--- src/rtl/bsg_fifo_saf_commit_pkg.sv ---
// bsg_fifo_saf_commit_pkg: shared state encoding and disposition constants for the SAF commit controller
package bsg_fifo_saf_commit_pkg;
  typedef enum logic [2:0] {S_IDLE, S_RECV, S_COMMIT, S_ABORT, S_DISCARD} state_e;
  localparam logic DISP_COMMIT = 1'b0;
  localparam logic DISP_DROP = 1'b1;
endpackage

--- src/rtl/bsg_fifo_saf_sat_counter.sv ---
// bsg_fifo_saf_sat_counter: up-counter with enable that sticks at all-ones
module bsg_fifo_saf_sat_counter #(
  parameter int width_p = 16
) (
  input  logic               i_clk,
  input  logic               i_reset,
  input  logic               i_en,
  output logic [width_p-1:0] o_count
);
  always_ff @(posedge i_clk)
    if (i_reset) o_count <= '0;
    else if (i_en & ~&o_count) o_count <= o_count + width_p'(1);
endmodule

--- src/rtl/bsg_fifo_saf_commit_ctrl.sv ---
// bsg_fifo_saf_commit_ctrl: frames packets into a store-and-forward FIFO and issues one commit/drop per packet
module bsg_fifo_saf_commit_ctrl
  import bsg_fifo_saf_commit_pkg::*;
#(
  parameter int width_p       = 8,
  parameter int lg_size_p     = 4,
  parameter int max_beats_p   = 1 << lg_size_p,
  parameter int stall_limit_p = 16,
  parameter int cnt_width_p   = 16
) (
  input  logic                   clk_i,
  input  logic                   reset_i,
  input  logic [width_p-1:0]     data_i,
  input  logic                   v_i,
  input  logic                   last_i,
  input  logic                   err_i,
  output logic                   ready_o,
  output logic [width_p-1:0]     fifo_data_o,
  output logic                   fifo_v_o,
  input  logic                   fifo_ready_i,
  output logic                   commit_v_o,
  output logic                   commit_drop_o,
  output logic                   busy_o,
  output logic [cnt_width_p-1:0] commit_cnt_o,
  output logic [cnt_width_p-1:0] drop_cnt_o
);
  localparam int bw_lp = $clog2(max_beats_p + 1);
  localparam int sw_lp = $clog2(stall_limit_p + 1);
  state_e r_state, w_next;
  logic [bw_lp-1:0] r_beat_cnt;
  logic [sw_lp-1:0] r_stall_cnt;
  logic r_err, r_abort_last;
  logic w_rx, w_over, w_accept, w_stall, w_stall_hit;
  assign w_rx = (r_state == S_IDLE) | (r_state == S_RECV);
  assign w_over = r_beat_cnt == bw_lp'(max_beats_p);
  assign w_accept = v_i & ready_o;
  assign w_stall = (r_state == S_RECV) & v_i & ~fifo_ready_i & ~w_over;
  assign w_stall_hit = w_stall & (r_stall_cnt == sw_lp'(stall_limit_p - 1));
  assign fifo_data_o = data_i;
  always_ff @(posedge clk_i)
    if (reset_i) r_state <= S_IDLE;
    else r_state <= w_next;
  always_comb begin
    w_next = r_state;
    case (r_state)
      S_IDLE:    if (w_accept) w_next = last_i ? S_COMMIT : S_RECV;
      S_RECV:    if (v_i & w_over) w_next = S_ABORT;
                 else if (w_accept & last_i) w_next = S_COMMIT;
                 else if (w_stall_hit) w_next = S_ABORT;
      S_COMMIT:  w_next = S_IDLE;
      S_ABORT:   w_next = r_abort_last ? S_IDLE : S_DISCARD;
      S_DISCARD: if (w_accept & last_i) w_next = S_IDLE;
      default:   w_next = S_IDLE;
    endcase
  end
  // the overlength beat is swallowed even when the FIFO is not ready
  always_comb begin
    ready_o = ~reset_i & (w_rx ? (fifo_ready_i | w_over) : (r_state == S_DISCARD));
    fifo_v_o = ~reset_i & w_rx & v_i & fifo_ready_i & ~w_over;
    commit_v_o = ~reset_i & ((r_state == S_COMMIT) | (r_state == S_ABORT));
    commit_drop_o = ~reset_i & ((r_state == S_ABORT) ? DISP_DROP : (r_state == S_COMMIT) ? r_err : DISP_COMMIT);
    busy_o = ~reset_i & (r_state != S_IDLE);
  end
  always_ff @(posedge clk_i)
    if (reset_i | ~w_rx) begin
      r_beat_cnt <= '0;
      r_stall_cnt <= '0;
      r_err <= 1'b0;
    end else if (w_accept & ~w_over) begin
      r_beat_cnt <= r_beat_cnt + bw_lp'(1);
      r_stall_cnt <= '0;
      r_err <= r_err | err_i;
    end else if (w_stall) r_stall_cnt <= r_stall_cnt + sw_lp'(1);
  always_ff @(posedge clk_i)
    if (reset_i) r_abort_last <= 1'b0;
    else if ((r_state == S_RECV) & (w_next == S_ABORT)) r_abort_last <= v_i & w_over & last_i;
  bsg_fifo_saf_sat_counter #(.width_p(cnt_width_p)) u_commit_cnt (
    .i_clk(clk_i), .i_reset(reset_i), .i_en(commit_v_o & ~commit_drop_o), .o_count(commit_cnt_o)
  );
  bsg_fifo_saf_sat_counter #(.width_p(cnt_width_p)) u_drop_cnt (
    .i_clk(clk_i), .i_reset(reset_i), .i_en(commit_v_o & commit_drop_o), .o_count(drop_cnt_o)
  );
endmodule

--- config.mk ---
export PLATFORM = sky130hd
export DESIGN_NAME = bsg_fifo_saf_commit_ctrl
export DESIGN_NICKNAME = d
export VERILOG_FILES = /design/src/rtl/bsg_fifo_saf_commit_pkg.sv /design/src/rtl/bsg_fifo_saf_sat_counter.sv /design/src/rtl/bsg_fifo_saf_commit_ctrl.sv
export SDC_FILE = /design/constraint.sdc
export NUM_CORES = 1
export LEC_CHECK = 0
export ABC_AREA = 1
export CORE_MARGIN = 4
export CORE_UTILIZATION = 43
export CTS_CLUSTER_DIAMETER = 40
export DETAILED_ROUTE_END_ITERATION = 6
export HOLD_SLACK_MARGIN = 0.02
export PLACE_DENSITY = 0.69
export SETUP_SLACK_MARGIN = 0.1
export SLEW_MARGIN = 30
export SYNTH_ARGS = -nofsm -noshare
export SYNTH_HDL_FRONTEND = slang
export SYNTH_SLANG_ARGS = --single-unit
--- constraint.sdc ---
create_clock -name clk_i -period 2.2 [get_ports clk_i]
set_input_delay 0.33 -clock clk_i [delete_from_list [all_inputs] [get_ports clk_i]]
set_output_delay 0.33 -clock clk_i [all_outputs]
set_load 0.05 [all_outputs]
# == Word-level counts from Yosys, hierarchy flattened ==
# Cells that the tools add are included.
# op_classes
add_sub_neg,4
n_mul,0
div_mod_pow,0
n_lt_le_gt_ge,0
n_eq_ne,7
n_shift,0
mux,11
n_bitwise,32
reduce_logical,7
# ops
op,count
$add A16 B1 Y16 const B,2
$reduce_and A16 Y1,2
$and A1 B1 Y1,22
$mux W3,6
$pmux W3 S4,1
$add A5 B1 Y5 const B,2
$eq A3 B2 Y1 const B,3
$eq A5 B4 Y1 const B,1
$eq A5 B5 Y1 const B,1
$not A1 Y1,5
$or A1 B1 Y1,5
$eq A3 B1 Y1 const B,1
$eq A3 B3 Y1 const B,1
$logic_not A3 Y1,1
$mux W1,3
$reduce_bool A3 Y1,1
$logic_not A1 Y1,2
$mux W2,1
$reduce_or A2 Y1,1
# word_totals
reg_bits,47
latch_bits,0
ram_bits,0
rom_bits,0
inputBits,14
out_inout_bits,45
wordCells,68
n_memories,0

# == Logic depth before layout (Yosys ltp) ==
# depth
ltp_word,11
mapped_depth,11
ltp_nobuf,11

# == By module ==
# Synthesis repeated with hierarchy kept, for this count alone.
# unflattened
hier_cells,427
hier_area_um2,2931.6
# by_module_without_submodules
mod,instances,cells_each,area_per_inst_um2,seq_area_each_um2
bsg_fifo_saf_sat_counter,2,146,978.4,320.3
bsg_fifo_saf_commit_ctrl,1,135,974.7,300.3

# == Worst setup path before layout ==
# No wires, ideal clock.
# synth_timing
kind,register to output
start,register r_beat_cnt[0]
end,output port fifo_v_o
t_arrival_ps,2304
required_ps,1870
slack_ps,-434
path_stages_with_launch,8
cell_sequence,dfxtp_1 inv_1 ha_1 nand2_1 inv_1 nand2_1 inv_1 nor4_1
# synth_via
elab_chain_len,3
# synth_lines
item,line,text
"start, declared",bsg_fifo_saf_commit_ctrl.sv:30,logic [bw_lp-1:0] r_beat_cnt;
"start signal, assigned",bsg_fifo_saf_commit_ctrl.sv:70,r_beat_cnt <= r_beat_cnt + bw_lp'(1);
$eq A5 B5 Y1,bsg_fifo_saf_commit_ctrl.sv:35,assign w_over = r_beat_cnt == bw_lp'(max_beats_p);
$not A1 Y1,bsg_fifo_saf_commit_ctrl.sv:59,fifo_v_o = ~reset_i & w_rx & v_i & fifo_ready_i & ~w_over;
$and A1 B1 Y1,bsg_fifo_saf_commit_ctrl.sv:59,
"end, declared",bsg_fifo_saf_commit_ctrl.sv:19,"output logic fifo_v_o,"
# No other way between the ends.

# == Worst setup path in the final report ==
# Ends and elaborated chain as after synthesis.

==> metrics.txt <==
status=completed; Tcrit/Tclk final=90.11%; Tot GR Track Use=16.80%; FF+latch count, synth=47; vias post-DR=2,764; Sequential Power Share=52.7%; asr flop ratio synth=0%; root buf cell=clkbuf_8; clock network fraction of total power=41.5%; sw frac=22.83%; gr ovfl total=0; synth top area cells=dfxtp_1 32%, nand2_1 19%, nor2_1 6.5%; initial antenna violation count=0; post-layout util=54.84%; synthesized area=2905 um^2; maximum VDD drop=232.1 uV; Max Cap Viol=0; Seq/Total Area, Yosys=32.39%; post-route ant nets=0; first-pass GRT wire length=11,720 um; Adder-Cell Fraction of Synth Area=2.584%; global routing usage on met3=3.088%; Buffers on Ports=42; R2R Path Start=u_drop_cnt.o_count[0]; Final Non-Filler Cells=552; post-DP HPWL=4807 um; diode count=0; met2 usage=28.69%; row cnt=29; RSZ-0062 raised after global routing=yes; largest net degree at the start of global routing=30; Critical Path AT=1650 ps; Worst Slack Setup Final=217.6 ps; die area=8135 um^2; syn_nets=450; worst skew pair latency=300 ps; power per cell area=459.4 nW/um^2; Yosys Warn Count=0; final hold vios=0; Detailed Routing Iterations Pass 1=4; clock slew at reported path FFs=90 ps; Pwr Total=1.627 mW; HP Start=r_err; worst reg-to-reg path cell count=8; Synth area leader=dfxtp_1; CTS Buf Count=5; hold path depth=2; P_sw=371.4 uW; WHS Endpoint=r_err; Setup CP Type=reg2out; syn_area_per_cell=6.756 um^2; multiplexer share of the synthesized area=0%; # H-tree levels=2; # IOs=59; Net count, final=494; most used routing layer=met2; Compound-Gate Fraction of Synth Area=12.66%; crit path launch type=flip-flop; Die Y-Extent=90.20 um; Int Power=1.256 mW; FF-to-FF End=u_drop_cnt.o_count[13]; CORE AREA=6459 um^2; clk buf depth=2; fillers=638; Post-Synth Simple-Gate Area=37.60%; Fmax=504.4 MHz; Placement Setup Slack=183.4 ps; Hold Buf Count CTS=0; routed wire length=6599 um; initial DRC count=45; Placed Instances=541; min cycle time layout=1982 ps; Post-synth EDFFs=0; post-route DRC violation count=0; Fin Setup TNS=0 ps; max-slew violations=0; Via density=5.007; worst slew pin tran=503.9 ps; Fin Clk Skew=8.616 ps; post-synthesis xor/xnor area fraction=5.728%; most common library cells after synthesis=144 x nand2_1, 50 x nor2_1, 47 x dfxtp_1; vias in the first global route=2,568; P_leak=1.208 nW; clk sinks=47; internal reg-to-reg setup slack=450 ps; Post-synth top flop=dfxtp_1; CP max FO=4; Required @ worst endpoint=1870 ps; WL/cell=11.95 um; met1 Track Usage GR=21.99%; CTS tree=built; Unique masters post-synth=28; count leader, synth=nand2_1; Final setup viols=0; gpl congestion=0.8460; die extent in x=90.20 um; Synth top area share=32.39%; combinational fraction of design power=5.8%; Slew HR=66.30%; Worst Hold Class=reg2reg; fraction of layout instances using a drive strength above 1=14.32%; Post-Syn Instances=430; Setup crit end kind=primary output; largest family of logic cells by synthesized area=simple AND/OR/NAND/NOR gates; P&R area growth vs syn=21.92%; starting density of the core=44.98%
[sequential cells by signal, summed over array words and instances, names as in the netlist]
signal and count:
r_state 3, u_drop_cnt.o_count 16, r_stall_cnt 5, r_beat_cnt 5, r_err 1, r_abort_last 1
u_commit_cnt.o_count 16
[cells in the final DEF (no fill, tap or decap), types with 9 or more instances in the layout]
cell	n
clkdlybuf4s50_1	37
nand2_2	9
inv_1	31
nand2_1	144
xor2_1	9
a21oi_1	26
nor2_1	50
buf_4	11
a21oi_2	19
xnor2_1	10
nand3_1	22
nand4_1	11
dfxtp_1	47
o21ai_0	11
[cell type report]
type	count	area (um^2)	share of cell area, %
Multi-Input combinational cell	332	1717	48.46
Sequential cell	47	940.9	26.56
Clock buffer	6	82.58	2.331
Timing Repair Buffer	52	533.0	15.05
Tap cell	77	96.34	2.720
Inverter	36	137.6	3.886
Clock inverter	2	35.03	0.9890
[power groups by stage]
stage | registers, mW | clock network [mW] | logic [mW]
final | 0.857 | 0.675 | 0.0951
after global routing | 0.858 | 0.717 | 0.103
after CTS | 0.857 | 0.689 | 0.0941
after floorplan | 0.878 | 0 | 0.0909
after detailed placement | 0.877 | 0 | 0.0937
after global placement | 0.877 | 0 | 0.0929
[per-stage QoR]
stage,area [um^2],hold WS [ps]
finish,3542,473.3
CTS,3511,477.5
floorplan,2912,421.1
global route,3542,517.3
global placement,3393,453.2
detailed placement,3393,462.2
[worst max-delay path by stage]
stage | start | endpoint | cells after the start | slack (ps)
floorplan | r_beat_cnt[0] | fifo_v_o | 7 | 160
global placement | reset_i | u_drop_cnt.o_count[6] | 8 | 240
CTS | r_beat_cnt[0] | fifo_v_o | 8 | 150
finish | r_beat_cnt[0] | fifo_v_o | 8 | 220
detailed placement | reset_i | u_drop_cnt.o_count[3] | 8 | 180
global route | r_beat_cnt[0] | fifo_v_o | 8 | 80
[cells by family after synthesis]
kind of cell / count (synthesis)
AND/OR/NAND/NOR: 250
AO/OA/AOI/OAI: 57
flip-flops: 47
buffers and inverters: 51
adder cells (fa/ha/maj): 6
XOR/XNOR: 19
[layer usage]
metal  vias up  share of wire (%)  wire length, um
met2        54                 47             3129
met1      1244                 47             3084
met4         0                1.2               77
met3         9                4.7              307
li1       1457                  -                -
met5         -                  0                0
[what timing repair did]
action                                  4_1_cts  5_1_grt
endpoints found under the setup margin        0       15
gates resized for setup                       0        1
buffers inserted                              0        3
[critical path, stage by stage, from the launching register on]
cell and delay [ps]:
dfxtp_1 380, inv_1 80, ha_1 190, nand2_1 60, inv_1 50, nand2_1 100, inv_1 110, nor4_4 200
buf_12 180
Note: power is estimated with default switching activity, not from simulation.
